==> src/rtl/mr_row_seq_pkg.sv <==
// Shared coprocessor definitions: matrix geometry, sequencer states and row slicing.
package coproc_pkg;

    localparam int MAT_DIM = 5;
    localparam int ELEM_W  = 8;
    localparam int ROW_W   = MAT_DIM * ELEM_W;
    localparam int MAT_W   = MAT_DIM * ROW_W;
    localparam int IDX_W   = 3;

    typedef enum logic [1:0] {
        IDLE,
        ISSUE,
        DRAIN,
        DONE
    } state_t;

    // Row 0 occupies the most significant bits of the packed matrix.
    function automatic logic [ROW_W-1:0] row_slice(input logic [MAT_W-1:0] mat,
                                                   input logic [IDX_W-1:0] r);
        return mat[MAT_W-1-ROW_W*int'(r) -: ROW_W];
    endfunction

endpackage

==> src/rtl/mr_row_seq_if.sv <==
// Bundle between the row sequencer (slave) and its parent datapath/control (master).
interface mr_row_seq_if;
    import coproc_pkg::*;

    logic              start;
    logic [MAT_W-1:0]  mat_in;
    logic [ELEM_W-1:0] n_in;
    logic [ROW_W-1:0]  row_out;
    logic [ELEM_W-1:0] scalar_out;
    logic [ROW_W-1:0]  row_in;
    logic              ovf_in;
    logic [MAT_W-1:0]  mat_out;
    logic              ovf_out;
    logic              busy;
    logic              done;

    modport master (
        output start, mat_in, n_in, row_in, ovf_in,
        input  row_out, scalar_out, mat_out, ovf_out, busy, done
    );

    modport slave (
        input  start, mat_in, n_in, row_in, ovf_in,
        output row_out, scalar_out, mat_out, ovf_out, busy, done
    );

endinterface

==> src/rtl/mr_row_seq_tag_pipe.sv <==
// Row-index tags travelling alongside the multiply stage, DEPTH cycles deep.
module tag_pipe
    import coproc_pkg::*;
#(
    parameter int DEPTH = 1
) (
    input  logic             clk,
    input  logic             rst,
    input  logic             push_vld_i,
    input  logic [IDX_W-1:0] push_idx_i,
    output logic             out_vld_o,
    output logic [IDX_W-1:0] out_idx_o,
    output logic             pending_o
);

    logic [DEPTH-1:0]            vld_q;
    logic [DEPTH-1:0][IDX_W-1:0] idx_q;

    always_ff @(posedge clk) begin
        if (rst) begin
            vld_q <= '0;
            idx_q <= '0;
        end else begin
            vld_q[0] <= push_vld_i;
            idx_q[0] <= push_idx_i;
            for (int i = 1; i < DEPTH; i++) begin
                vld_q[i] <= vld_q[i-1];
                idx_q[i] <= idx_q[i-1];
            end
        end
    end

    // Pending excludes the output stage: that tag is consumed on this edge.
    always_comb begin
        pending_o = 1'b0;
        for (int i = 0; i < DEPTH - 1; i++) begin
            pending_o = pending_o | vld_q[i];
        end
    end

    assign out_vld_o = vld_q[DEPTH-1];
    assign out_idx_o = idx_q[DEPTH-1];

endmodule

==> src/rtl/mr_row_seq.sv <==
// Row sequencer feeding mult_MR one row per cycle and reassembling the result matrix.
//  state | meaning
//  IDLE  | waiting for start
//  ISSUE | one latched row per cycle to the multiply stage
//  DRAIN | waiting for the last rows to return
//  DONE  | result complete, done pulse
module mr_row_seq
    import coproc_pkg::*;
#(
    parameter int MULT_LAT = 1
) (
    input  logic        clk,
    input  logic        rst,
    mr_row_seq_if.slave bus
);

    state_t            state_q;
    logic [IDX_W-1:0]  cnt_q;
    logic [MAT_W-1:0]  mat_lat_q;
    logic [ROW_W-1:0]  row_out_q;
    logic [ELEM_W-1:0] scalar_out_q;
    logic [MAT_W-1:0]  mat_out_q;
    logic              ovf_out_q;
    logic              busy_q;
    logic              done_q;

    logic              cap_vld;
    logic [IDX_W-1:0]  cap_idx;
    logic              pending;

    tag_pipe #(.DEPTH(MULT_LAT)) u_tag_pipe (
        .clk        (clk),
        .rst        (rst),
        .push_vld_i (state_q == ISSUE),
        .push_idx_i (cnt_q),
        .out_vld_o  (cap_vld),
        .out_idx_o  (cap_idx),
        .pending_o  (pending)
    );

    always_ff @(posedge clk) begin
        if (rst) begin
            state_q      <= IDLE;
            cnt_q        <= '0;
            mat_lat_q    <= '0;
            row_out_q    <= '0;
            scalar_out_q <= '0;
            mat_out_q    <= '0;
            ovf_out_q    <= 1'b0;
            busy_q       <= 1'b0;
            done_q       <= 1'b0;
        end else begin
            done_q <= 1'b0;
            if (cap_vld) begin
                for (int r = 0; r < MAT_DIM; r++) begin
                    if (cap_idx == IDX_W'(r)) begin
                        mat_out_q[MAT_W-1-ROW_W*r -: ROW_W] <= bus.row_in;
                    end
                end
                ovf_out_q <= ovf_out_q | bus.ovf_in;
            end
            // row_out/scalar_out are loaded one edge ahead so they are registered in ISSUE.
            case (state_q)
                IDLE: begin
                    if (bus.start) begin
                        mat_lat_q    <= bus.mat_in;
                        mat_out_q    <= '0;
                        ovf_out_q    <= 1'b0;
                        cnt_q        <= '0;
                        row_out_q    <= row_slice(bus.mat_in, '0);
                        scalar_out_q <= bus.n_in;
                        busy_q       <= 1'b1;
                        state_q      <= ISSUE;
                    end
                end
                ISSUE: begin
                    if (cnt_q == IDX_W'(MAT_DIM - 1)) begin
                        row_out_q    <= '0;
                        scalar_out_q <= '0;
                        state_q      <= DRAIN;
                    end else begin
                        cnt_q     <= cnt_q + 1'b1;
                        row_out_q <= row_slice(mat_lat_q, cnt_q + 1'b1);
                    end
                end
                DRAIN: begin
                    if (!pending) begin
                        done_q  <= 1'b1;
                        state_q <= DONE;
                    end
                end
                DONE: begin
                    busy_q  <= 1'b0;
                    state_q <= IDLE;
                end
                default: state_q <= IDLE;
            endcase
        end
    end

    assign bus.row_out    = row_out_q;
    assign bus.scalar_out = scalar_out_q;
    assign bus.mat_out    = mat_out_q;
    assign bus.ovf_out    = ovf_out_q;
    assign bus.busy       = busy_q;
    assign bus.done       = done_q;

endmodule

==> src/flat_wrapper.sv <==
// flat-port wrapper written by rule: the top's interface ports become plain ports
module mr_row_seq_flat import coproc_pkg::*;
#(
    parameter int MULT_LAT = 1
)
  (clk, rst, bus_start, bus_mat_in, bus_n_in, bus_row_in, bus_ovf_in, bus_row_out, bus_scalar_out, bus_mat_out, bus_ovf_out, bus_busy, bus_done);
  mr_row_seq_if bus_i ();
  input  logic clk;
  input  logic rst;
  input wire logic [$bits(bus_i.start)-1:0] bus_start;
  input wire logic [$bits(bus_i.mat_in)-1:0] bus_mat_in;
  input wire logic [$bits(bus_i.n_in)-1:0] bus_n_in;
  input wire logic [$bits(bus_i.row_in)-1:0] bus_row_in;
  input wire logic [$bits(bus_i.ovf_in)-1:0] bus_ovf_in;
  output wire logic [$bits(bus_i.row_out)-1:0] bus_row_out;
  output wire logic [$bits(bus_i.scalar_out)-1:0] bus_scalar_out;
  output wire logic [$bits(bus_i.mat_out)-1:0] bus_mat_out;
  output wire logic [$bits(bus_i.ovf_out)-1:0] bus_ovf_out;
  output wire logic [$bits(bus_i.busy)-1:0] bus_busy;
  output wire logic [$bits(bus_i.done)-1:0] bus_done;
  assign bus_i.start = bus_start;
  assign bus_i.mat_in = bus_mat_in;
  assign bus_i.n_in = bus_n_in;
  assign bus_i.row_in = bus_row_in;
  assign bus_i.ovf_in = bus_ovf_in;
  assign bus_row_out = bus_i.row_out;
  assign bus_scalar_out = bus_i.scalar_out;
  assign bus_mat_out = bus_i.mat_out;
  assign bus_ovf_out = bus_i.ovf_out;
  assign bus_busy = bus_i.busy;
  assign bus_done = bus_i.done;
  mr_row_seq #(.MULT_LAT(MULT_LAT)) u_core (.clk(clk), .rst(rst), .bus(bus_i));
endmodule
==> config.mk <==
export PLATFORM = sky130hd
export DESIGN_NAME = mr_row_seq_flat
export DESIGN_NICKNAME = d
export VERILOG_FILES = /design/src/rtl/mr_row_seq_pkg.sv /design/src/rtl/mr_row_seq_if.sv /design/src/rtl/mr_row_seq_tag_pipe.sv /design/src/rtl/mr_row_seq.sv /design/src/flat_wrapper.sv
export SDC_FILE = /design/constraint.sdc
export NUM_CORES = 1
export LEC_CHECK = 0
export CAP_MARGIN = 20
export CORE_MARGIN = 2
export CORE_UTILIZATION = 40
export CTS_CLUSTER_SIZE = 28
export DETAILED_ROUTE_END_ITERATION = 12
export GPL_ROUTABILITY_DRIVEN = 0
export HOLD_SLACK_MARGIN = 0.15
export PLACE_DENSITY = 0.67
export SYNTH_ARGS = -nofsm -noshare
export SYNTH_HDL_FRONTEND = slang
export SYNTH_HIERARCHICAL = 1
export SYNTH_SLANG_ARGS = --single-unit
==> constraint.sdc <==
create_clock -name clk -period 6.6 [get_ports clk]
set_input_delay 1.32 -clock clk [delete_from_list [all_inputs] [get_ports clk]]
set_output_delay 1.32 -clock clk [all_outputs]
set_load 0.005 [all_outputs]
==> results of run 1 <==
## cell families after synthesis
group                    Yosys count  synth area share (%)
AND/OR/NAND/NOR                 1205                  20.8
flip-flops                       460                  38.9
AO/OA/AOI/OAI                    655                  16.0
multiplexers                     224                  18.8
XOR/XNOR                           5                 0.217
buffers and inverters            266                  4.69
other                              1                0.0159
adder cells (fa/ha/maj)           11                 0.582
## registers in the layout, indices dropped and copies added, names as in the netlist
register / flops
u_core/bus.row_out: 40
u_core/bus.ovf_out: 1
u_core/u_tag_pipe/out_vld_o: 1
u_core/bus.mat_out: 200
u_core/bus.scalar_out: 8
u_core/bus.done: 1
u_core/u_tag_pipe/out_idx_o: 3
u_core/cnt_q: 3
u_core/bus.busy: 1
u_core/state_q: 2
u_core/mat_lat_q: 200
## routing by layer
layer / vias up / routed length [µm]
li1: 10600 / -
met1: 11200 / 33700
met2: 1672 / 44300
met3: 369 / 11600
met4: 6 / 7020
met5: - / 41
## worst register-to-register path: cells and delay by family (launching register included)
family / cells / cell delay, ps
AO/OA/AOI/OAI: 3 / 920
adder cells (fa/ha/maj): 1 / 380
buffers and inverters: 3 / 1930
flip-flops: 1 / 840
multiplexers: 1 / 630
AND/OR/NAND/NOR: 1 / 100
## worst paths after layout
check	depth (start not counted)	slack [ps]	startpoint	end
worst min register to register	2	450	u_core/bus.mat_out[94]	u_core/bus.mat_out[94]
worst max register to register	9	1650	u_core/cnt_q[0]	u_core/bus.row_out[25]
worst min-delay path	2	450	u_core/bus.mat_out[94]	u_core/bus.mat_out[94]
worst max-delay path	9	1650	u_core/cnt_q[0]	u_core/bus.row_out[25]
## layout make-up
type                       count  area, µm²
fill                        5274      28000
multi-input combinational   2101      13400
sequential                   460       9210
timing repair buffer         537       5360
clock buffer                  68       1400
tap                          773        967
clock inverter                21        225
inverter                      17       63.8
antenna                        2       5.00
## cells in the final DEF, fill, tap and decap left out, drive strengths merged, types with 46 or more instances in the layout
cell type,count
nand2,860
clkdlybuf4s50,501
a21oi,463
dfxtp,460
mux4,175
nor2,169
clkbuf,68
nor3,51
mux2i,46
## per-stage QoR
step                utilization, %  instances  worst slack, ps  hold slack, ps
floorplan                        -       2827             2590             453
CTS                           52.2       3977             1730             454
detailed placement            49.5       3888             1730             446
global placement              49.4       3884             1600             441
global route                  52.2       3977             1280             471
finish                        52.2       3979             1650             452
## where the power goes
part           internal [W]  switching, W
Combinational       0.00181       0.00266
Sequential          0.00316      0.000649
Clock               0.00161       0.00119
==> impl_metrics.json, run 1 <==
{
  "cp-start-kind": "flop",
  "cp.arrival_ps": 5380,
  "routed_wl_um": 96600,
  "synth_warnings": 6,
  "slew_headroom_pct": 19.9,
  "wl_per_cell_um": 24.3,
  "status": "completed",
  "met2_usage_pct": 48.8,
  "cp.required_ps": 7040,
  "vias": 23900,
  "busiest_layer": "met2",
  "synth_common_cells": "860 x nand2_1, 463 x a21oi_1, 460 x dfxtp_1",
  "cts.path.max_buffers": 3,
  "fp.coreArea_um2": 58700,
  "layout-drive-gt1-share_pct": 9.96,
  "tns_ps": 0,
  "cts_hold_buf": 0,
  "finalClockSkew_ps": 25.3,
  "rows": 89,
  "ant_nets": 0,
  "max_stage_delay_ps": 890,
  "place_area_um2": 29000,
  "crit_buf_inv": 3,
  "final_hold_viol_count": 0,
  "ys_seq_area_share_pct": 38.9,
  "worstPathCellList": "inv_1 > ha_4 > buf_12 > buf_4 > mux4_2 > o21ai_0 > nor3_1 > a2111oi_0 > a211oi_1",
  "worstSkewPairLatency_ps": 600,
  "globalRouteTotalUtil_pct": 30.5,
  "die-area_um2": 61100,
  "netlist_instances": 2827,
  "grt_pass1_vias": 22600,
  "drt_iter0_markers": 2940,
  "finalCritPeriodShare_pct": 75.0,
  "met3_usage_pct": 8.78,
  "path_clk_slew_ps": 60,
  "grt_pass1_wl_um": 141000,
  "start_util_pct": 40.3,
  "postCtsSetupRepairBufs": 0,
  "io_pins": 503,
  "yosysTopAreaCell": "dfxtp_1",
  "grt_overflow": 0,
  "dominantRegCellSynth": "dfxtp_1",
  "rsz0062_at_grt": "no",
  "firstDrtPassIters": 8,
  "cts_resized": 0,
  "grt_max_degree": 149,
  "synth-edff-count": 0,
  "drv_slew": 0,
  "hp-class": "flop to flop",
  "fin_area_um2": 30700,
  "cap_violations": 0,
  "port_buffers": 502,
  "gr-usage-met1_pct": 36.0,
  "final-setup-viol-count": 0,
  "cp-end-kind": "flop",
  "period_needed_ps": 4950,
  "cts_tree": "yes",
  "powerDensity_nw_per_um2": 361,
  "yosysMostFrequentCell": "nand2_1",
  "die_w_um": 247,
  "synth_area_per_cell_um2": 8.37,
  "power_leakage_nw": 10.1,
  "grt_antenna_before_repair": 4,
  "synthDistinctLibCells": 74,
  "areaGrowthSynthToFinish_pct": 29.6,
  "cts_sinks": 460,
  "cts_buffers": 48,
  "dp.final_hpwl_um": 69800,
  "route.detailed.drc": 0,
  "tightestPinTransition_ps": 1200,
  "path_class": "flop to flop",
  "synth.area.top_cells": "dfxtp_1 39%, mux4_2 17%, nand2_1 14%",
  "synth_top_cell_area_share_pct": 38.9,
  "irDropWorstVdd_uv": 229,
  "clock.fmax_ghz": 0.202,
  "die_h_um": 247,
  "cp_max_fo": 148,
  "root_buffer": "clkbuf_16",
  "syn-cell-area_um2": 23700,
  "syn_nets": 3090,
  "ys_ff_latch": 460,
  "async_reset_ff_share_pct": 0,
  "worst_path_max_delay_cell": "buf_4",
  "totalPowerFinal_w": 0.0111,
  "via_per_inst": 6.01,
  "htree_levels": 2,
  "cp_top_family": "buffers and inverters",
  "final_nets": 3428
}
No activity file was read; power rests on OpenSTA's default activity.
==> run 2, diff against run 1 <==
clock period = 4.7 ns   (was 6.6 ns; I/O delays follow)
==> impl_metrics.json, run 2 (synthesis results as in run 1) <==
{
  "fill_cells": 5309,
  "worstSkewPairLatency_ps": 600,
  "grt_max_degree": 204,
  "drv_slew": 0,
  "routed_wl_um": 96600,
  "layout-drive-gt1-share_pct": 10.4,
  "final_hold_viol_count": 0,
  "cts_tree": "yes",
  "io_pins": 503,
  "grt_overflow": 0,
  "crit_path_end": "u_core/bus.row_out[19]",
  "die_w_um": 247,
  "cp.required_ps": 5140,
  "tns_ps": 0,
  "die-area_um2": 61100,
  "worst_path_max_delay_cell": "a2111oi_0",
  "route.detailed.drc": 0,
  "status": "completed",
  "die_h_um": 247,
  "m1WireLength_um": 33700,
  "finalClockSkew_ps": 28.3,
  "powerDensity_nw_per_um2": 508,
  "top_layer_used": "met5",
  "clock.fmax_ghz": 0.243,
  "via_per_inst": 6.02,
  "rr_endpoint": "u_core/bus.row_out[19]",
  "cap_violations": 0,
  "cts_sinks": 460,
  "utilization_pct": 52.6,
  "multiInputGateArea_um2": 13400,
  "htree_levels": 2,
  "fp.coreArea_um2": 58700,
  "met3RoutedLength_um": 11600,
  "final_nets": 3447,
  "wl_per_cell_um": 24.2,
  "cp-end-kind": "flop",
  "finalCritPeriodShare_pct": 87.6,
  "path_class": "flop to flop",
  "cp_common_cell": "buf_12",
  "max_stage_delay_ps": 900,
  "postCtsSetupRepairBufs": 0,
  "worstPathCellList": "inv_1 > ha_4 > buf_12 > buf_12 > nor2b_1 > o21ai_1 > buf_4 > o21a_1 > nor3_1 > a2111oi_0 > a211oi_1",
  "drt_iter0_markers": 3328,
  "totalPowerFinal_w": 0.0157,
  "period_needed_ps": 4120,
  "rsz0062_at_grt": "no",
  "post-place-ws_ps": 811,
  "r2r_slack_ps": 580,
  "path_clk_slew_ps": 60,
  "areaGrowthSynthToFinish_pct": 30.4,
  "ff2ff_path_depth": 11,
  "hp-class": "flop to flop",
  "final-setup-viol-count": 0,
  "irDropWorstVdd_uv": 378,
  "root_buffer": "clkbuf_16",
  "cp.arrival_ps": 4550,
  "start_util_pct": 40.3,
  "globalRouteTotalUtil_pct": 30.4,
  "layout_common_cells": "859 x nand2_1, 501 x clkdlybuf4s50_1, 462 x a21oi_1, 459 x dfxtp_1, 175 x mux4_2",
  "finalNonFillerCells": 3995,
  "cts_buffers": 48,
  "cp-startpoint": "u_core/cnt_q[0]",
  "port_buffers": 502,
  "r2r-start": "u_core/cnt_q[0]",
  "regArea_um2": 9210,
  "grt_pass1_wl_um": 140000,
  "mostFrequentLayoutCell": "nand2_1",
  "dp.final_hpwl_um": 70700,
  "cts_resized": 0,
  "wl_met2_um": 44500,
  "grt_pass1_vias": 22300,
  "vias": 24000,
  "fin_ws_ps": 584,
  "ant_nets": 0,
  "cts.path.max_buffers": 3,
  "slew_headroom_pct": 25.8,
  "firstDrtPassIters": 6,
  "cts_hold_buf": 0,
  "tightestPinTransition_ps": 1090,
  "rows": 89,
  "dpl.cell_count": 3905,
  "grt_antenna_before_repair": 6,
  "power_leakage_nw": 10.2,
  "cp_max_fo": 94,
  "cp-start-kind": "flop"
}
[run 2: per-stage QoR]
stage / hold slack (ps) / cell area (µm²)
after global placement: 441 / 29200
after detailed placement: 447 / 29200
after global routing: 468 / 30800
final: 456 / 30800
after CTS: 455 / 30800
after floorplan: 453 / 23700
[run 2: worst min path at each step]
stage	startpoint	to	slack, ps	cells past startpoint
floorplan	u_core/bus.mat_out[0]	u_core/bus.mat_out[0]	450	2
global placement	u_core/bus.mat_out[171]	u_core/bus.mat_out[171]	440	2
detailed placement	u_core/bus.mat_out[25]	u_core/bus.mat_out[25]	450	2
CTS	u_core/bus.mat_out[25]	u_core/bus.mat_out[25]	450	2
global route	u_core/bus.mat_out[51]	u_core/bus.mat_out[51]	470	2
finish	u_core/bus.mat_out[152]	u_core/bus.mat_out[152]	460	2
[run 2: layout make-up]
cell class              instances  area share [%]
diodes                          2          0.0162
clock inverters                20           0.815
well taps                     773            3.14
multi-input cells            2101            43.5
repair buffers                556            17.9
inverters                      17           0.207
clock buffers                  66            4.51
flip-flops and latches        460            29.9
[run 2: metal layers]
metal	vias to the layer above	track usage, %
met5	-	0
met1	11200	35.7
met4	6	18.1
met3	407	8.36
li1	10700	-
met2	1761	49.4
[run 2: report_power, final]
group	switching (W)	total (W)	internal, W
combinational	0.00379	0.00641	0.00262
clock	0.00160	0.00394	0.00235
sequential	0.000867	0.00530	0.00444
[run 2: critical path, delay by kind of cell (launching register included)]
kind / cells / cell delay (ps)
flops: 1 / 370
simple gates: 2 / 260
compound gates: 4 / 1860
fa+ha+maj: 1 / 260
buf+inv: 4 / 1150
